===== config.mk =====
export PLATFORM = sky130hd
export DESIGN_NAME = uart_axil_bridge
export DESIGN_NICKNAME = d
export VERILOG_FILES = /design/src/rtl/uart_axil_pkg.sv /design/src/rtl/sync_fifo.sv /design/src/rtl/uart_axil_bridge.sv
export SDC_FILE = /design/constraint.sdc
export NUM_CORES = 1
export LEC_CHECK = 0
export BUFFER_PORTS_ARGS = -buffer_cell sky130_fd_sc_hd__buf_2
export CORE_AREA = 2 2 205 207
export CTS_BUF_LIST = sky130_fd_sc_hd__clkbuf_16
export CTS_CLUSTER_SIZE = 25
export DETAILED_ROUTE_END_ITERATION = 8
export DIE_AREA = 0 0 207 209
export GPL_ROUTABILITY_DRIVEN = 0
export PLACE_DENSITY = 0.61
export SYNTH_ARGS = -nofsm -noshare
export SYNTH_HDL_FRONTEND = slang
export SYNTH_HIERARCHICAL = 1
export SYNTH_SLANG_ARGS = --single-unit
export TNS_END_PERCENT = 30

===== constraint.sdc =====
create_clock -name clk -period 5.1 [get_ports clk]
set_input_delay 0.765 -clock clk [delete_from_list [all_inputs] [get_ports clk]]
set_output_delay 0.765 -clock clk [all_outputs]
set_load 0.02 [all_outputs]

===== src/rtl/uart_axil_pkg.sv =====
// Shared AXI4-Lite response codes, engine state encodings and default
// UART-Lite register offsets for the UART bridge.
package uart_axil_pkg;

    localparam logic [1:0] RESP_OKAY   = 2'b00;
    localparam logic [1:0] RESP_EXOKAY = 2'b01;
    localparam logic [1:0] RESP_SLVERR = 2'b10;
    localparam logic [1:0] RESP_DECERR = 2'b11;

    localparam logic [31:0] DEF_RX_ADDR   = 32'h0;
    localparam logic [31:0] DEF_TX_ADDR   = 32'h4;
    localparam logic [31:0] DEF_STAT_ADDR = 32'h8;

    typedef enum logic [1:0] {
        W_IDLE,
        W_REQ,
        W_RESP
    } wr_state_e;

    typedef enum logic [2:0] {
        R_IDLE,
        R_STAT,
        R_STATW,
        R_DATA,
        R_DATAW
    } rd_state_e;

    // Only the two error codes have bit 1 set; OKAY/EXOKAY count as success.
    function automatic logic resp_is_err(input logic [1:0] resp);
        return (resp == RESP_SLVERR) || (resp == RESP_DECERR);
    endfunction

endpackage


===== src/rtl/sync_fifo.sv =====
// Single-clock FIFO with wrap-bit pointers; the head entry is readable
// combinationally so a consumer can latch it the cycle after the push.
module sync_fifo #(
    parameter int DATA_W = 32,
    parameter int DEPTH  = 8
) (
    input  logic              clk,
    input  logic              rstn,
    input  logic              push,
    input  logic [DATA_W-1:0] push_data,
    input  logic              pop,
    output logic [DATA_W-1:0] head,
    output logic              full,
    output logic              empty
);

    localparam int AW = $clog2(DEPTH);

    logic [AW:0]       wr_ptr_q, wr_ptr_d;
    logic [AW:0]       rd_ptr_q, rd_ptr_d;
    logic [DATA_W-1:0] mem [DEPTH];
    logic              push_ok;
    logic              pop_ok;

    always_comb begin
        full     = (wr_ptr_q[AW] != rd_ptr_q[AW]) &&
                   (wr_ptr_q[AW-1:0] == rd_ptr_q[AW-1:0]);
        empty    = (wr_ptr_q == rd_ptr_q);
        pop_ok   = pop && !empty;
        // A pop in the same cycle frees the slot, so a push while full still lands.
        push_ok  = push && (!full || pop_ok);
        wr_ptr_d = push_ok ? wr_ptr_q + 1'b1 : wr_ptr_q;
        rd_ptr_d = pop_ok  ? rd_ptr_q + 1'b1 : rd_ptr_q;
    end

    assign head = mem[rd_ptr_q[AW-1:0]];

    always_ff @(posedge clk) begin
        if (push_ok) begin
            mem[wr_ptr_q[AW-1:0]] <= push_data;
        end
    end

    always_ff @(posedge clk or negedge rstn) begin
        if (!rstn) begin
            wr_ptr_q <= '0;
            rd_ptr_q <= '0;
        end else begin
            wr_ptr_q <= wr_ptr_d;
            rd_ptr_q <= rd_ptr_d;
        end
    end

endmodule


===== src/rtl/uart_axil_bridge.sv =====
// Core-strobe to AXI4-Lite UART-Lite bridge: a FIFO-fed write engine and an
// independent status-polling read engine, each with bounded error retry.
module uart_axil_bridge
    import uart_axil_pkg::*;
#(
    parameter int          DATA_W       = 32,
    parameter int          TX_DEPTH     = 8,
    parameter logic [31:0] RX_ADDR      = DEF_RX_ADDR,
    parameter logic [31:0] TX_ADDR      = DEF_TX_ADDR,
    parameter logic [31:0] STAT_ADDR    = DEF_STAT_ADDR,
    parameter int          RX_VALID_BIT = 0,
    parameter int          MAX_RETRY    = 3
) (
    input  logic                clk,
    input  logic                rstn,
    input  logic                wenable,
    input  logic [DATA_W-1:0]   wdata,
    output logic                tx_full,
    output logic                tx_empty,
    output logic                wdone,
    output logic                werr,
    input  logic                renable,
    output logic                rdone,
    output logic [DATA_W-1:0]   rdata,
    output logic                rerr,
    output logic [31:0]         uart_awaddr,
    output logic                uart_awvalid,
    input  logic                uart_awready,
    output logic [DATA_W-1:0]   uart_wdata,
    output logic [DATA_W/8-1:0] uart_wstrb,
    output logic                uart_wvalid,
    input  logic                uart_wready,
    input  logic [1:0]          uart_bresp,
    input  logic                uart_bvalid,
    output logic                uart_bready,
    output logic [31:0]         uart_araddr,
    output logic                uart_arvalid,
    input  logic                uart_arready,
    input  logic [DATA_W-1:0]   uart_rdata,
    input  logic [1:0]          uart_rresp,
    input  logic                uart_rvalid,
    output logic                uart_rready
);

    localparam int                STRB_W    = DATA_W / 8;
    localparam logic [STRB_W-1:0] WSTRB_LSB = STRB_W'(1);
    localparam int                CNT_W     = $clog2(MAX_RETRY + 2);
    localparam logic [CNT_W-1:0]  MAX_CNT   = CNT_W'(MAX_RETRY);

    logic [DATA_W-1:0] fifo_head;
    logic              fifo_full;
    logic              fifo_empty;
    logic              fifo_pop;

    sync_fifo #(
        .DATA_W (DATA_W),
        .DEPTH  (TX_DEPTH)
    ) u_tx_fifo (
        .clk       (clk),
        .rstn      (rstn),
        .push      (wenable),
        .push_data (wdata),
        .pop       (fifo_pop),
        .head      (fifo_head),
        .full      (fifo_full),
        .empty     (fifo_empty)
    );

    wr_state_e         w_state_q, w_state_d;
    logic              awvalid_q, awvalid_d;
    logic              wvalid_q, wvalid_d;
    logic              bready_q, bready_d;
    logic [DATA_W-1:0] wdata_q, wdata_d;
    logic [CNT_W-1:0]  wcnt_q, wcnt_d;
    logic              wdone_q, wdone_d;
    logic              werr_q, werr_d;

    rd_state_e         r_state_q, r_state_d;
    logic              arvalid_q, arvalid_d;
    logic              rready_q, rready_d;
    logic [31:0]       araddr_q, araddr_d;
    logic [DATA_W-1:0] rdata_q, rdata_d;
    logic [CNT_W-1:0]  rcnt_q, rcnt_d;
    logic              rdone_q, rdone_d;
    logic              rerr_q, rerr_d;

    // Write engine: the FIFO entry stays put until its final response so a
    // retry re-sends the latched copy without touching the FIFO.
    always_comb begin
        w_state_d = w_state_q;
        awvalid_d = awvalid_q;
        wvalid_d  = wvalid_q;
        bready_d  = bready_q;
        wdata_d   = wdata_q;
        wcnt_d    = wcnt_q;
        wdone_d   = 1'b0;
        werr_d    = 1'b0;
        fifo_pop  = 1'b0;
        case (w_state_q)
            W_IDLE: begin
                if (!fifo_empty) begin
                    wdata_d   = fifo_head;
                    awvalid_d = 1'b1;
                    wvalid_d  = 1'b1;
                    wcnt_d    = '0;
                    w_state_d = W_REQ;
                end
            end
            W_REQ: begin
                if (awvalid_q && uart_awready) awvalid_d = 1'b0;
                if (wvalid_q && uart_wready)   wvalid_d  = 1'b0;
                if (!awvalid_d && !wvalid_d) begin
                    bready_d  = 1'b1;
                    w_state_d = W_RESP;
                end
            end
            W_RESP: begin
                if (uart_bvalid) begin
                    bready_d = 1'b0;
                    if (!resp_is_err(uart_bresp)) begin
                        fifo_pop  = 1'b1;
                        wdone_d   = 1'b1;
                        w_state_d = W_IDLE;
                    end else if (wcnt_q < MAX_CNT) begin
                        wcnt_d    = wcnt_q + CNT_W'(1);
                        awvalid_d = 1'b1;
                        wvalid_d  = 1'b1;
                        w_state_d = W_REQ;
                    end else begin
                        fifo_pop  = 1'b1;
                        werr_d    = 1'b1;
                        w_state_d = W_IDLE;
                    end
                end
            end
            default: w_state_d = W_IDLE;
        endcase
    end

    // Read engine: "no data yet" status re-polls forever without consuming
    // retries; only error responses count against MAX_RETRY.
    always_comb begin
        r_state_d = r_state_q;
        arvalid_d = arvalid_q;
        rready_d  = rready_q;
        araddr_d  = araddr_q;
        rdata_d   = rdata_q;
        rcnt_d    = rcnt_q;
        rdone_d   = 1'b0;
        rerr_d    = 1'b0;
        case (r_state_q)
            R_IDLE: begin
                if (renable) begin
                    araddr_d  = STAT_ADDR;
                    arvalid_d = 1'b1;
                    rcnt_d    = '0;
                    r_state_d = R_STAT;
                end
            end
            R_STAT, R_DATA: begin
                if (uart_arready) begin
                    arvalid_d = 1'b0;
                    rready_d  = 1'b1;
                    r_state_d = (r_state_q == R_STAT) ? R_STATW : R_DATAW;
                end
            end
            R_STATW: begin
                if (uart_rvalid) begin
                    rready_d = 1'b0;
                    if (resp_is_err(uart_rresp)) begin
                        if (rcnt_q < MAX_CNT) begin
                            rcnt_d    = rcnt_q + CNT_W'(1);
                            arvalid_d = 1'b1;
                            r_state_d = R_STAT;
                        end else begin
                            rerr_d    = 1'b1;
                            r_state_d = R_IDLE;
                        end
                    end else if (uart_rdata[RX_VALID_BIT]) begin
                        araddr_d  = RX_ADDR;
                        arvalid_d = 1'b1;
                        rcnt_d    = '0;
                        r_state_d = R_DATA;
                    end else begin
                        arvalid_d = 1'b1;
                        r_state_d = R_STAT;
                    end
                end
            end
            R_DATAW: begin
                if (uart_rvalid) begin
                    rready_d = 1'b0;
                    if (!resp_is_err(uart_rresp)) begin
                        rdata_d   = uart_rdata;
                        rdone_d   = 1'b1;
                        r_state_d = R_IDLE;
                    end else if (rcnt_q < MAX_CNT) begin
                        rcnt_d    = rcnt_q + CNT_W'(1);
                        arvalid_d = 1'b1;
                        r_state_d = R_DATA;
                    end else begin
                        rerr_d    = 1'b1;
                        r_state_d = R_IDLE;
                    end
                end
            end
            default: r_state_d = R_IDLE;
        endcase
    end

    always_ff @(posedge clk or negedge rstn) begin
        if (!rstn) begin
            w_state_q <= W_IDLE;
            awvalid_q <= 1'b0;
            wvalid_q  <= 1'b0;
            bready_q  <= 1'b0;
            wdata_q   <= '0;
            wcnt_q    <= '0;
            wdone_q   <= 1'b0;
            werr_q    <= 1'b0;
            r_state_q <= R_IDLE;
            arvalid_q <= 1'b0;
            rready_q  <= 1'b0;
            araddr_q  <= STAT_ADDR;
            rdata_q   <= '0;
            rcnt_q    <= '0;
            rdone_q   <= 1'b0;
            rerr_q    <= 1'b0;
        end else begin
            w_state_q <= w_state_d;
            awvalid_q <= awvalid_d;
            wvalid_q  <= wvalid_d;
            bready_q  <= bready_d;
            wdata_q   <= wdata_d;
            wcnt_q    <= wcnt_d;
            wdone_q   <= wdone_d;
            werr_q    <= werr_d;
            r_state_q <= r_state_d;
            arvalid_q <= arvalid_d;
            rready_q  <= rready_d;
            araddr_q  <= araddr_d;
            rdata_q   <= rdata_d;
            rcnt_q    <= rcnt_d;
            rdone_q   <= rdone_d;
            rerr_q    <= rerr_d;
        end
    end

    assign tx_full      = fifo_full;
    assign tx_empty     = fifo_empty && (w_state_q == W_IDLE);
    assign wdone        = wdone_q;
    assign werr         = werr_q;
    assign rdone        = rdone_q;
    assign rdata        = rdata_q;
    assign rerr         = rerr_q;
    assign uart_awaddr  = TX_ADDR;
    assign uart_awvalid = awvalid_q;
    assign uart_wdata   = wdata_q;
    assign uart_wstrb   = WSTRB_LSB;
    assign uart_wvalid  = wvalid_q;
    assign uart_bready  = bready_q;
    assign uart_araddr  = araddr_q;
    assign uart_arvalid = arvalid_q;
    assign uart_rready  = rready_q;

endmodule


==> impl_metrics.env, run 1 <==
export IMPL_status="complete, no violations"
export IMPL_synth_compound_area_share_pct=2.383
export IMPL_cp_endpoint="tx_empty"
export IMPL_grt_pass1_vias=7314
export IMPL_period_needed_ns=4.013
export IMPL_avgRoutedWirePerCell_um=19.00
export IMPL_fin_skew_ns=0.01490
export IMPL_async_flop_share_pct=26.65
export IMPL_fin_crit_sh_pct=78.69
export IMPL_rsz0062_at_grt="no"
export IMPL_cp_end_kind="output port"
export IMPL_grt_usage_pct=13.22
export IMPL_synth_adder_area_share_pct=0.3517
export IMPL_rr_endpoint="u_tx_fifo/mem[7][2]$_DFFE_PP_"
export IMPL_nets=1000
export IMPL_path_clk_slew_ns=0.06
export IMPL_syn_area_mm2=0.01423
export IMPL_finalSetupViolations=0
export IMPL_critPathKind="register to output port"
export IMPL_cp_start_kind="register"
export IMPL_gr_total_overflow=0
export IMPL_initial_core_util_pct=34.46
export IMPL_yosysMostFrequentCell="edfxtp_1"
export IMPL_ys_warn_count=6
export IMPL_first_iter_violations=358
export IMPL_fill_cells=3700
export IMPL_synth_top_family_by_area="multiplexers"
export IMPL_route_detailed_drc=0
export IMPL_drive_gt1_share_pct=40.93
export IMPL_reg2reg_from="u_tx_fifo/rd_ptr_q[1]$_DFFE_PN0P_"
export IMPL_final_util_pct=40.13
export IMPL_die_y_um=209
export IMPL_rows=75
export IMPL_cts_setup_buffers=0
export IMPL_synthSimpleGateAreaFrac_pct=2.269
export IMPL_grt_first_pass_wirelength_mm=43.78
export IMPL_hold_path_class="primary input to asynchronous set/reset pin"
export IMPL_clk_path_buf_depth=3
export IMPL_synth_top_cells_by_count="256 x edfxtp_1, 95 x mux2_2, 92 x dfrtp_1"
export IMPL_cts_buffers=38
export IMPL_yosysUniqueCellTypes=55
export IMPL_yosysTopAreaCellShare_pct=54.02
export IMPL_critPathLaunch="u_tx_fifo/rd_ptr_q[1]$_DFFE_PN0P_"
export IMPL_seq_area_frac_synth_pct=70.39
export IMPL_synth_edf_count=256
export IMPL_post_cts_resized=0
export IMPL_firstDrtPassIters=6
export IMPL_antenna_found_initial=8
export IMPL_p_per_area_mw_per_mm2=586.6
export IMPL_synthCells=747
export IMPL_core_area_mm2=0.04129
export IMPL_holdWs_ns=0.2334
export IMPL_fmax_ghz=0.2492
export IMPL_r2r_slack_ns=1.53
export IMPL_worst_slack_ns=1.087
export IMPL_cts_tree="done"
export IMPL_die_w_um=207
export IMPL_syn_to_final_growth_pct=16.43
export IMPL_slew_violations=0
export IMPL_ant_nets=0
export IMPL_io_pins=220
export IMPL_clock_latency_ns=0.54
export IMPL_grt_max_degree=69
export IMPL_synth_xor_xnor_area_share_pct=0.6155
export IMPL_cts_hold_buffers=0
export IMPL_vdd_ir_drop_max_mv=0.3228
export IMPL_synthTopCellsByArea="edfxtp_1 54%, dfrtp_1 16%, mux4_2 8.7%"
export IMPL_drv_cap=0
export IMPL_reg2reg_depth=5
export IMPL_portBuffers=150
export IMPL_cts_root_buf="clkbuf_16"
export IMPL_vias=7092
export IMPL_arrival_ns=3.25
export IMPL_numClockSinks=349
export IMPL_totalWireLength_mm=28.27
export IMPL_h_tree_depth=2
export IMPL_cp_data_required_time_ns=4.34
export IMPL_slew_headroom_pct=27.65
export IMPL_cp_max_fo=68
export IMPL_fin_setup_tns_ns=0
export IMPL_ys_flop_type="edfxtp_1"
export IMPL_vias_per_cell=4.766
export IMPL_p_leak_nw=6.190
export IMPL_yosysTopAreaCell="edfxtp_1"
export IMPL_pre_cts_ws_ns=1.400
export IMPL_hold_viol=0
export IMPL_ys_seq_elements=349
export IMPL_avgSynthCellArea_um2=19.05
export IMPL_tightest_slew_ns=1.077
export IMPL_synth_mux_area_share_pct=18.35
export IMPL_die_area_mm2=0.04326
export IMPL_hpwl_mm=16.79
[state kept, by name, summed over array words and instances (netlist names)]
register and cells:
u_tx_fifo/mem 256, rdata 32, uart_wdata 32, u_tx_fifo/rd_ptr_q 4, u_tx_fifo/wr_ptr_q 4, r_state_q 3, rcnt_q 3, wcnt_q 3
w_state_q 2, rdone 1, rerr 1, uart_araddr 1, uart_arvalid 1, uart_awvalid 1, uart_bready 1, uart_rready 1
uart_wvalid 1, wdone 1, werr 1
[routing by layer]
metal  wire, µm  global-route usage (%)
met1      12120                   16.95
met2      13760                   21.92
met3       1826                   3.877
met4        491                   3.621
met5         66                       0
[how the worst min path moves through the flow]
| stage | start | end | depth (start not counted) |
|---|---|---|---|
| after global placement | rdata[12]$_DFFE_PN0P_ | rdata[12]$_DFFE_PN0P_ | 1 |
| after global routing | rstn | rdata[11]$_DFFE_PN0P_ | 1 |
| final | rstn | rdata[19]$_DFFE_PN0P_ | 1 |
| after detailed placement | uart_arvalid$_DFFE_PN0P_ | uart_arvalid$_DFFE_PN0P_ | 1 |
| after floorplan | rstn | r_state_q[0]$_DFFE_PN0P_ | 0 |
| after CTS | rstn | rdata[19]$_DFFE_PN0P_ | 1 |
[area by class of cell]
cell class	instances	area (µm²)	share of cell area (%)
Timing Repair Buffer	169	895.9	5.407
Sequential cell	349	10020	60.50
Clock buffer	39	975.9	5.890
Antenna cell	1	2.502	0.01510
Inverter	9	33.78	0.2039
Tap cell	539	674.4	4.070
Multi-Input combinational cell	352	3726	22.49
Clock inverter	30	235.2	1.420
[power breakdown]
part | internal, mW | leakage, nW | switching, mW
combinational | 1.40 | 2.08 | 1.49
sequential | 3.72 | 3.48 | 0.464
clock | 1.55 | 0.626 | 1.10
total | 6.67 | 6.19 | 3.05
[cell usage in the layout, fill, tap and decap left out, types with 2 or more instances in the layout]
| cell | n |
|---|---|
| xnor2_1 | 9 |
| nor2b_1 | 4 |
| buf_4 | 20 |
| nand4_1 | 3 |
| o211ai_1 | 3 |
| a41oi_1 | 2 |
| ha_1 | 4 |
| mux4_2 | 55 |
| buf_2 | 149 |
| edfxtp_1 | 256 |
| bufinv_16 | 3 |
| a21oi_1 | 10 |
| o311ai_1 | 3 |
| dfrtp_4 | 2 |
| nor4_1 | 2 |
| nor2_1 | 13 |
| mux2_1 | 5 |
| clkinv_2 | 4 |
| nor3_2 | 3 |
| clkinv_1 | 10 |
| inv_1 | 17 |
| nand2_1 | 9 |
| clkbuf_16 | 39 |
| mux2_2 | 95 |
| nor4_2 | 2 |
| o21ai_0 | 10 |
| o31ai_1 | 4 |
| a2bb2oi_1 | 3 |
| conb_1 | 67 |
| nand2b_1 | 5 |
| nor2_4 | 2 |
| mux4_1 | 9 |
| dfrtp_1 | 89 |
| clkinv_4 | 2 |
| nand3b_1 | 3 |
| nand3_1 | 2 |
| a31oi_1 | 2 |
[stage by stage]
stage                     power [mW]  cell area, µm²  std cells
final                          9.719           16570       1488
after global routing           10.27           16570       1487
after CTS                      9.914           16570       1487
after detailed placement       7.223           15350       1418
after global placement         7.160           15350       1418
after floorplan                6.368           14480        812
[kinds of logic (layout without fill, tap and decap cells)]
group | Yosys count | count (layout)
flops | 349 | 349
simple gates | 57 | 57
mux | 165 | 165
fa+ha+maj | 4 | 4
xor+xnor | 10 | 10
compound gates | 49 | 49
other cells | 2 | 68
buf+inv | 111 | 247
[worst max-delay path, stage by stage (launching register included)]
cell and delay [ns]:
dfrtp_4 1.10, xnor2_1 0.19, nand3_1 0.33, nor2_1 0.49, nor2b_1 0.22, nor2b_1 0.16
buf_2 0.19
(Power assumes the default switching activity.)
==> run 2, diff against run 1 <==
clock period = 3.56 ns   (was 5.1 ns; I/O delays follow)
==> run 2 against run 1 <==
Effect of this change:
- sequential share of layout area fell by 0.16 points
- cell area rose by 0.26%
- via count fell by 1.2%
- clock-buffer cell count fell by 1
- combinational power rose by 53%
- clock skew rose by 0.018 ns
- critical path type unchanged
==> impl_metrics.env, run 2 (synthesis results as in run 1) <==
export IMPL_gr_total_overflow=0
export IMPL_die_area_mm2=0.04326
export IMPL_reg2reg_from="w_state_q[0]$_DFFE_PN0P_"
export IMPL_holdWs_ns=0.02522
export IMPL_slowest_delay_ns=0.68
export IMPL_grt_max_degree=68
export IMPL_initial_core_util_pct=34.46
export IMPL_largest_register_ffs=256
export IMPL_slew_headroom_pct=22.25
export IMPL_final_common_cell="edfxtp_1"
export IMPL_drv_cap=0
export IMPL_firstDrtPassIters=4
export IMPL_fin_crit_sh_pct=86.93
export IMPL_final_cell_mix="256 x edfxtp_1, 149 x buf_2, 95 x mux2_2"
export IMPL_p_per_area_mw_per_mm2=833.5
export IMPL_cp_cell_sequence="xnor2_1, nand3_1, buf_4, nor2_1, nor2b_1, nor2b_1, buf_2"
export IMPL_hpwl_mm=15.79
export IMPL_cts_buffers=38
export IMPL_core_area_mm2=0.04129
export IMPL_cts_hold_buffers=0
export IMPL_antenna_found_initial=2
export IMPL_crit_path_frequent_cell="nor2b_1"
export IMPL_slew_violations=0
export IMPL_h_tree_depth=2
export IMPL_critPathKind="register to output port"
export IMPL_grt_usage_pct=12.97
export IMPL_tightest_slew_ns=1.160
export IMPL_cp_start_kind="register"
export IMPL_vdd_ir_drop_max_mv=0.5173
export IMPL_fill_cells=3752
export IMPL_clk_path_buf_depth=3
export IMPL_finalSetupViolations=0
export IMPL_die_y_um=209
export IMPL_cp_data_required_time_ns=3.03
export IMPL_fin_skew_ns=0.03267
export IMPL_cts_tree="done"
export IMPL_route_detailed_drc=0
export IMPL_crit_family="simple AND/OR/NAND/NOR gates"
export IMPL_crit_slowest_cell="dfrtp_1"
export IMPL_cts_setup_buffers=0
export IMPL_vias_per_cell=4.705
export IMPL_rsz0062_at_grt="no"
export IMPL_rows=75
export IMPL_hold_path_class="primary input to asynchronous set/reset pin"
export IMPL_cp_max_fo=11
export IMPL_arrival_ns=2.56
export IMPL_die_w_um=207
export IMPL_final_util_pct=40.23
export IMPL_cp_end_kind="output port"
export IMPL_clock_latency_ns=0.57
export IMPL_hold_viol=0
export IMPL_period_needed_ns=3.095
export IMPL_fmax_ghz=0.3231
export IMPL_r2r_slack_ns=0.58
export IMPL_grt_pass1_vias=7233
export IMPL_syn_to_final_growth_pct=16.74
export IMPL_io_pins=220
export IMPL_drive_gt1_share_pct=40.95
export IMPL_nets=1001
export IMPL_cts_root_buf="clkbuf_16"
export IMPL_post_cts_resized=0
export IMPL_status="complete, no violations"
export IMPL_grt_first_pass_wirelength_mm=42.82
export IMPL_portBuffers=150
export IMPL_crit_buf_inv=2
export IMPL_p_leak_nw=6.201
export IMPL_vias=7010
export IMPL_path_clk_slew_ns=0.06
export IMPL_first_iter_violations=379
export IMPL_power_mw=13.85
export IMPL_totalWireLength_mm=27.74
export IMPL_critPathLaunch="u_tx_fifo/wr_ptr_q[1]$_DFFE_PN0P_"
export IMPL_ant_nets=0
export IMPL_numClockSinks=349
export IMPL_avgRoutedWirePerCell_um=18.62
run 2: layout make-up:
| type | count | area, µm² | share of cell area, % |
|---|---|---|---|
| clock inverter | 32 | 210.2 | 1.265 |
| inverter | 9 | 33.78 | 0.2034 |
| timing repair buffer | 170 | 965.9 | 5.815 |
| sequential | 349 | 10020 | 60.34 |
| antenna | 1 | 2.502 | 0.01506 |
| tap | 539 | 674.4 | 4.060 |
| multi-input combinational | 352 | 3750 | 22.57 |
| clock buffer | 38 | 950.9 | 5.724 |
run 2: power breakdown:
group	switching (mW)	total [mW]	internal [mW]
Sequential	0.445	5.78	5.34
Clock	1.60	3.64	2.04
Combinational	2.36	4.42	2.06
Total	4.41	13.8	9.44
run 2: stage by stage:
step	area (µm²)	TNS, ns	instances	setup slack (ns)
floorplan	14520	-32.37	812	-0.4630
global placement	15450	0	1419	0.4565
detailed placement	15450	0	1419	0.4451
CTS	16610	0	1489	0.4305
global route	16610	0	1489	0.2526
finish	16610	0	1490	0.4652
run 2: worst paths after layout:
| check | end | cells after the start |
|---|---|---|
| setup / recovery | tx_empty | 7 |
| setup reg to reg | u_tx_fifo/mem[6][30]$_DFFE_PP_ | 6 |
| hold reg to reg | rdata[20]$_DFFE_PN0P_ | 1 |
| min in group clk | wdone$_DFF_PN0_ | 2 |
| max in group asynchronous | uart_araddr[3]$_DFFE_PN1P_ | 2 |
| hold / removal | uart_wdata[5]$_DFFE_PN0P_ | 1 |
run 2: per-layer routing:
metal | GRT usage (%) | up-vias | wire length (µm)
met3 | 3.066 | 48 | 1773
met1 | 17.56 | 3593 | 12350
met2 | 20.54 | 204 | 13000
met4 | 4.557 | 4 | 593
met5 | 0 | - | 26
li1 | - | 3161 | -
run 2: worst register-to-register path: stages, from the launching register on:
cell     delay [ns]
dfrtp_1        0.46
nor2b_1        0.24
nand2_1        0.13
a21oi_1        0.32
o31ai_1        0.26
nor3_2         0.94
buf_12         0.31
==> run 3, diff against run 2 <==
ABC_AREA = 1   (was not set)
CORE_AREA = 2 2 210 212   (was 2 2 205 207)
DIE_AREA = 0 0 212 214   (was 0 0 207 209)
SYNTH_HIERARCHICAL = not set   (was 1)
==> run 3 against run 2 <==
Effect of this change:
- total power up 7.2%
- combinational power grew 17%
- die area rose by 4.9%
- sequential share of layout area shrank 2.6 points
- clock power grew 9.6%
- critical path type unchanged
- largest power group unchanged
==> impl_metrics.env, run 3 <==
export IMPL_status="complete, no violations"
export IMPL_p_switching_mw=5.625
export IMPL_totalWireLength_mm=32.51
export IMPL_route_detailed_drc=0
export IMPL_grt_first_pass_wirelength_mm=50.31
export IMPL_vias=9673
export IMPL_pwr_share_clk_pct=26.9
export IMPL_p_per_area_mw_per_mm2=855.7
export IMPL_crit_path_frequent_cell="nand2_1"
export IMPL_h_tree_depth=2
export IMPL_rows=76
export IMPL_numClockSinks=349
export IMPL_rr_endpoint="u_tx_fifo.mem[4][25]$_DFFE_PP_"
export IMPL_fin_skew_ns=0.01957
export IMPL_cp_end_kind="output port"
export IMPL_slew_violations=0
export IMPL_cp_max_fo=21
export IMPL_cp_start_kind="register"
export IMPL_pre_cts_ws_ns=0.9986
export IMPL_reg2reg_from="u_tx_fifo.rd_ptr_q[2]$_DFFE_PN0P_"
export IMPL_antenna_found_initial=4
export IMPL_clk_path_buf_depth=3
export IMPL_drv_cap=0
export IMPL_avgSynthCellArea_um2=11.07
export IMPL_slowest_delay_ns=0.36
export IMPL_ys_seq_elements=349
export IMPL_core_area_mm2=0.04289
export IMPL_worst_slack_ns=0.9237
export IMPL_largest_register_ffs=256
export IMPL_hpwl_mm=18.83
export IMPL_die_w_um=212
export IMPL_hold_end="wdone$_DFF_PN0_"
export IMPL_min_from="uart_bresp[1]"
export IMPL_final_common_cell="nand2_1"
export IMPL_ant_nets=0
export IMPL_fin_crit_sh_pct=74.05
export IMPL_final_util_pct=40.44
export IMPL_firstDrtPassIters=5
export IMPL_post_cts_resized=0
export IMPL_reg2reg_depth=8
export IMPL_path_clk_slew_ns=0.06
export IMPL_p_comb_share_pct=34.9
export IMPL_synth_edf_count=256
export IMPL_synthTopCellsByArea="edfxtp_1 51%, dfrtp_1 15%, nand2_1 7.6%"
export IMPL_first_iter_violations=511
export IMPL_hold_path_class="primary input to register"
export IMPL_die_area_mm2=0.04537
export IMPL_hold_viol=0
export IMPL_internal_power_mw=9.214
export IMPL_crit_buf_inv=4
export IMPL_crit_family="buffers and inverters"
export IMPL_cts_tree="done"
export IMPL_die_y_um=214
export IMPL_fin_area_mm2=0.01734
export IMPL_async_flop_share_pct=26.65
export IMPL_cp_cell_sequence="buf_4, inv_2, nand2_1, nand2_1, nor2_2, nand3_1, inv_1, buf_2"
export IMPL_critPathKind="register to output port"
export IMPL_syn_to_final_growth_pct=15.95
export IMPL_yosysTopAreaCell="edfxtp_1"
export IMPL_grt_max_degree=115
export IMPL_yosysUniqueCellTypes=31
export IMPL_synth_top_cells_by_count="304 x nand2_1, 256 x edfxtp_1, 154 x nor2_1"
export IMPL_period_needed_ns=2.636
export IMPL_seq_area_frac_synth_pct=66.97
export IMPL_portBuffers=150
export IMPL_rsz0062_at_grt="no"
export IMPL_clock_latency_ns=0.55
export IMPL_drive_gt1_share_pct=18.56
export IMPL_grt_pass1_vias=9029
export IMPL_yosysMostFrequentCell="nand2_1"
export IMPL_tightest_slew_ns=1.144
export IMPL_cts_buffers=39
export IMPL_vdd_ir_drop_max_mv=0.5232
export IMPL_slew_headroom_pct=23.74
export IMPL_final_cell_mix="304 x nand2_1, 256 x edfxtp_1, 149 x buf_2"
export IMPL_r2r_slack_ns=1.08
export IMPL_fin_setup_tns_ns=0
export IMPL_p_leak_nw=7.334
export IMPL_initial_core_util_pct=34.87
export IMPL_vias_per_cell=4.582
export IMPL_yosysTopAreaCellShare_pct=51.40
export IMPL_ys_flop_type="edfxtp_1"
export IMPL_avgRoutedWirePerCell_um=15.40
export IMPL_cts_root_buf="clkbuf_16"
export IMPL_crit_slowest_cell="dfrtp_1"
export IMPL_synthCells=1351
export IMPL_placed_area_mm2=0.01605
export IMPL_nets=1576
export IMPL_fmax_ghz=0.3793
export IMPL_arrival_ns=2.10
export IMPL_cts_setup_buffers=0
export IMPL_holdPathStages=2
export IMPL_ys_warn_count=0
export IMPL_finalSetupViolations=0
export IMPL_gr_total_overflow=0
export IMPL_syn_area_mm2=0.01496
export IMPL_io_pins=220
export IMPL_seq_power_share_pct=38.2
export IMPL_grt_usage_pct=14.22
export IMPL_switching_share_pct=37.91
export IMPL_cp_data_required_time_ns=3.03
run 3: changes by cell type after synthesis, sizes merged, moves of 8 or more:
cell / before / now
clkbuf: 9 / 19
o211ai: 3 / 66
mux2: 100 / 0
xnor2: 9 / 1
nand3: 2 / 130
inv: 9 / 107
nor2: 15 / 157
mux4: 64 / 0
o21ai: 12 / 79
nand2: 9 / 309
buf: 93 / 112
run 3: repair_timing:
item | 4_1_cts | 5_1_grt
endpoints found under the hold margin | 32 | 0
endpoints found under the setup margin | 0 | 0
hold buffers | 1 | 0
run 3: power groups by stage:
stage	combinational, mW	sequential, mW	clock, mW
finish	5.18	5.67	3.99
global route	5.81	5.76	4.25
CTS	5.27	5.67	4.13
detailed placement	5.25	5.75	0
global placement	5.16	5.73	0
floorplan	3.42	6.20	0
run 3: area by class of cell:
type                       count  area [µm²]
multi-input combinational    829        3965
inverter                     107       407.9
clock buffer                  39       975.9
fill                        4081       25540
timing repair buffer         169       935.9
sequential                   349       10020
antenna                        1       2.502
tap                          585       732.0
clock inverter                32       302.8
run 3: routing by layer:
metal  up-vias  global-route usage, %  routed length, µm
li1       4721                      -                  -
met1      4569                  18.13              14200
met2       315                  23.75              15450
met3        62                  2.961               1992
met4         6                  5.352                843
met5         -                      0                 35
run 3: metrics by stage:
stage / cells / power, mW / hold WS (ns)
after floorplan: 1416 / 9.613 / 0.2384
after global placement: 2038 / 10.89 / 0.4583
after detailed placement: 2038 / 11.00 / 0.4598
after CTS: 2110 / 15.07 / 0.1403
after global routing: 2110 / 15.82 / 0.1688
final: 2111 / 14.84 / 0.1849
run 3: cells by family (layout without fill, tap and decap cells):
group	count (synthesis)	count (layout)	synth area share, %
compound gates	151	151	6.157
xor+xnor	6	6	0.3514
fa+ha+maj	4	4	0.3347
buf+inv	238	347	8.550
flops	349	349	66.97
other cells	2	68	0.05022
simple gates	601	601	17.59
run 3: worst max path at each step:
stage | slack [ns] | start | cells past startpoint | to
2_1_floorplan | 0.69 | u_tx_fifo.wr_ptr_q[1]$_DFFE_PN0P_ | 8 | u_tx_fifo.mem[2][0]$_DFFE_PP_
3_3_place_gp | 0.99 | uart_bvalid | 8 | u_tx_fifo.mem[4][28]$_DFFE_PP_
6_report | 0.92 | u_tx_fifo.rd_ptr_q[2]$_DFFE_PN0P_ | 8 | tx_empty
4_1_cts | 0.85 | u_tx_fifo.rd_ptr_q[2]$_DFFE_PN0P_ | 8 | tx_empty
5_1_grt | 0.76 | u_tx_fifo.rd_ptr_q[2]$_DFFE_PN0P_ | 8 | tx_empty
3_5_place_dp | 1.0 | uart_bvalid | 8 | u_tx_fifo.mem[4][25]$_DFFE_PP_
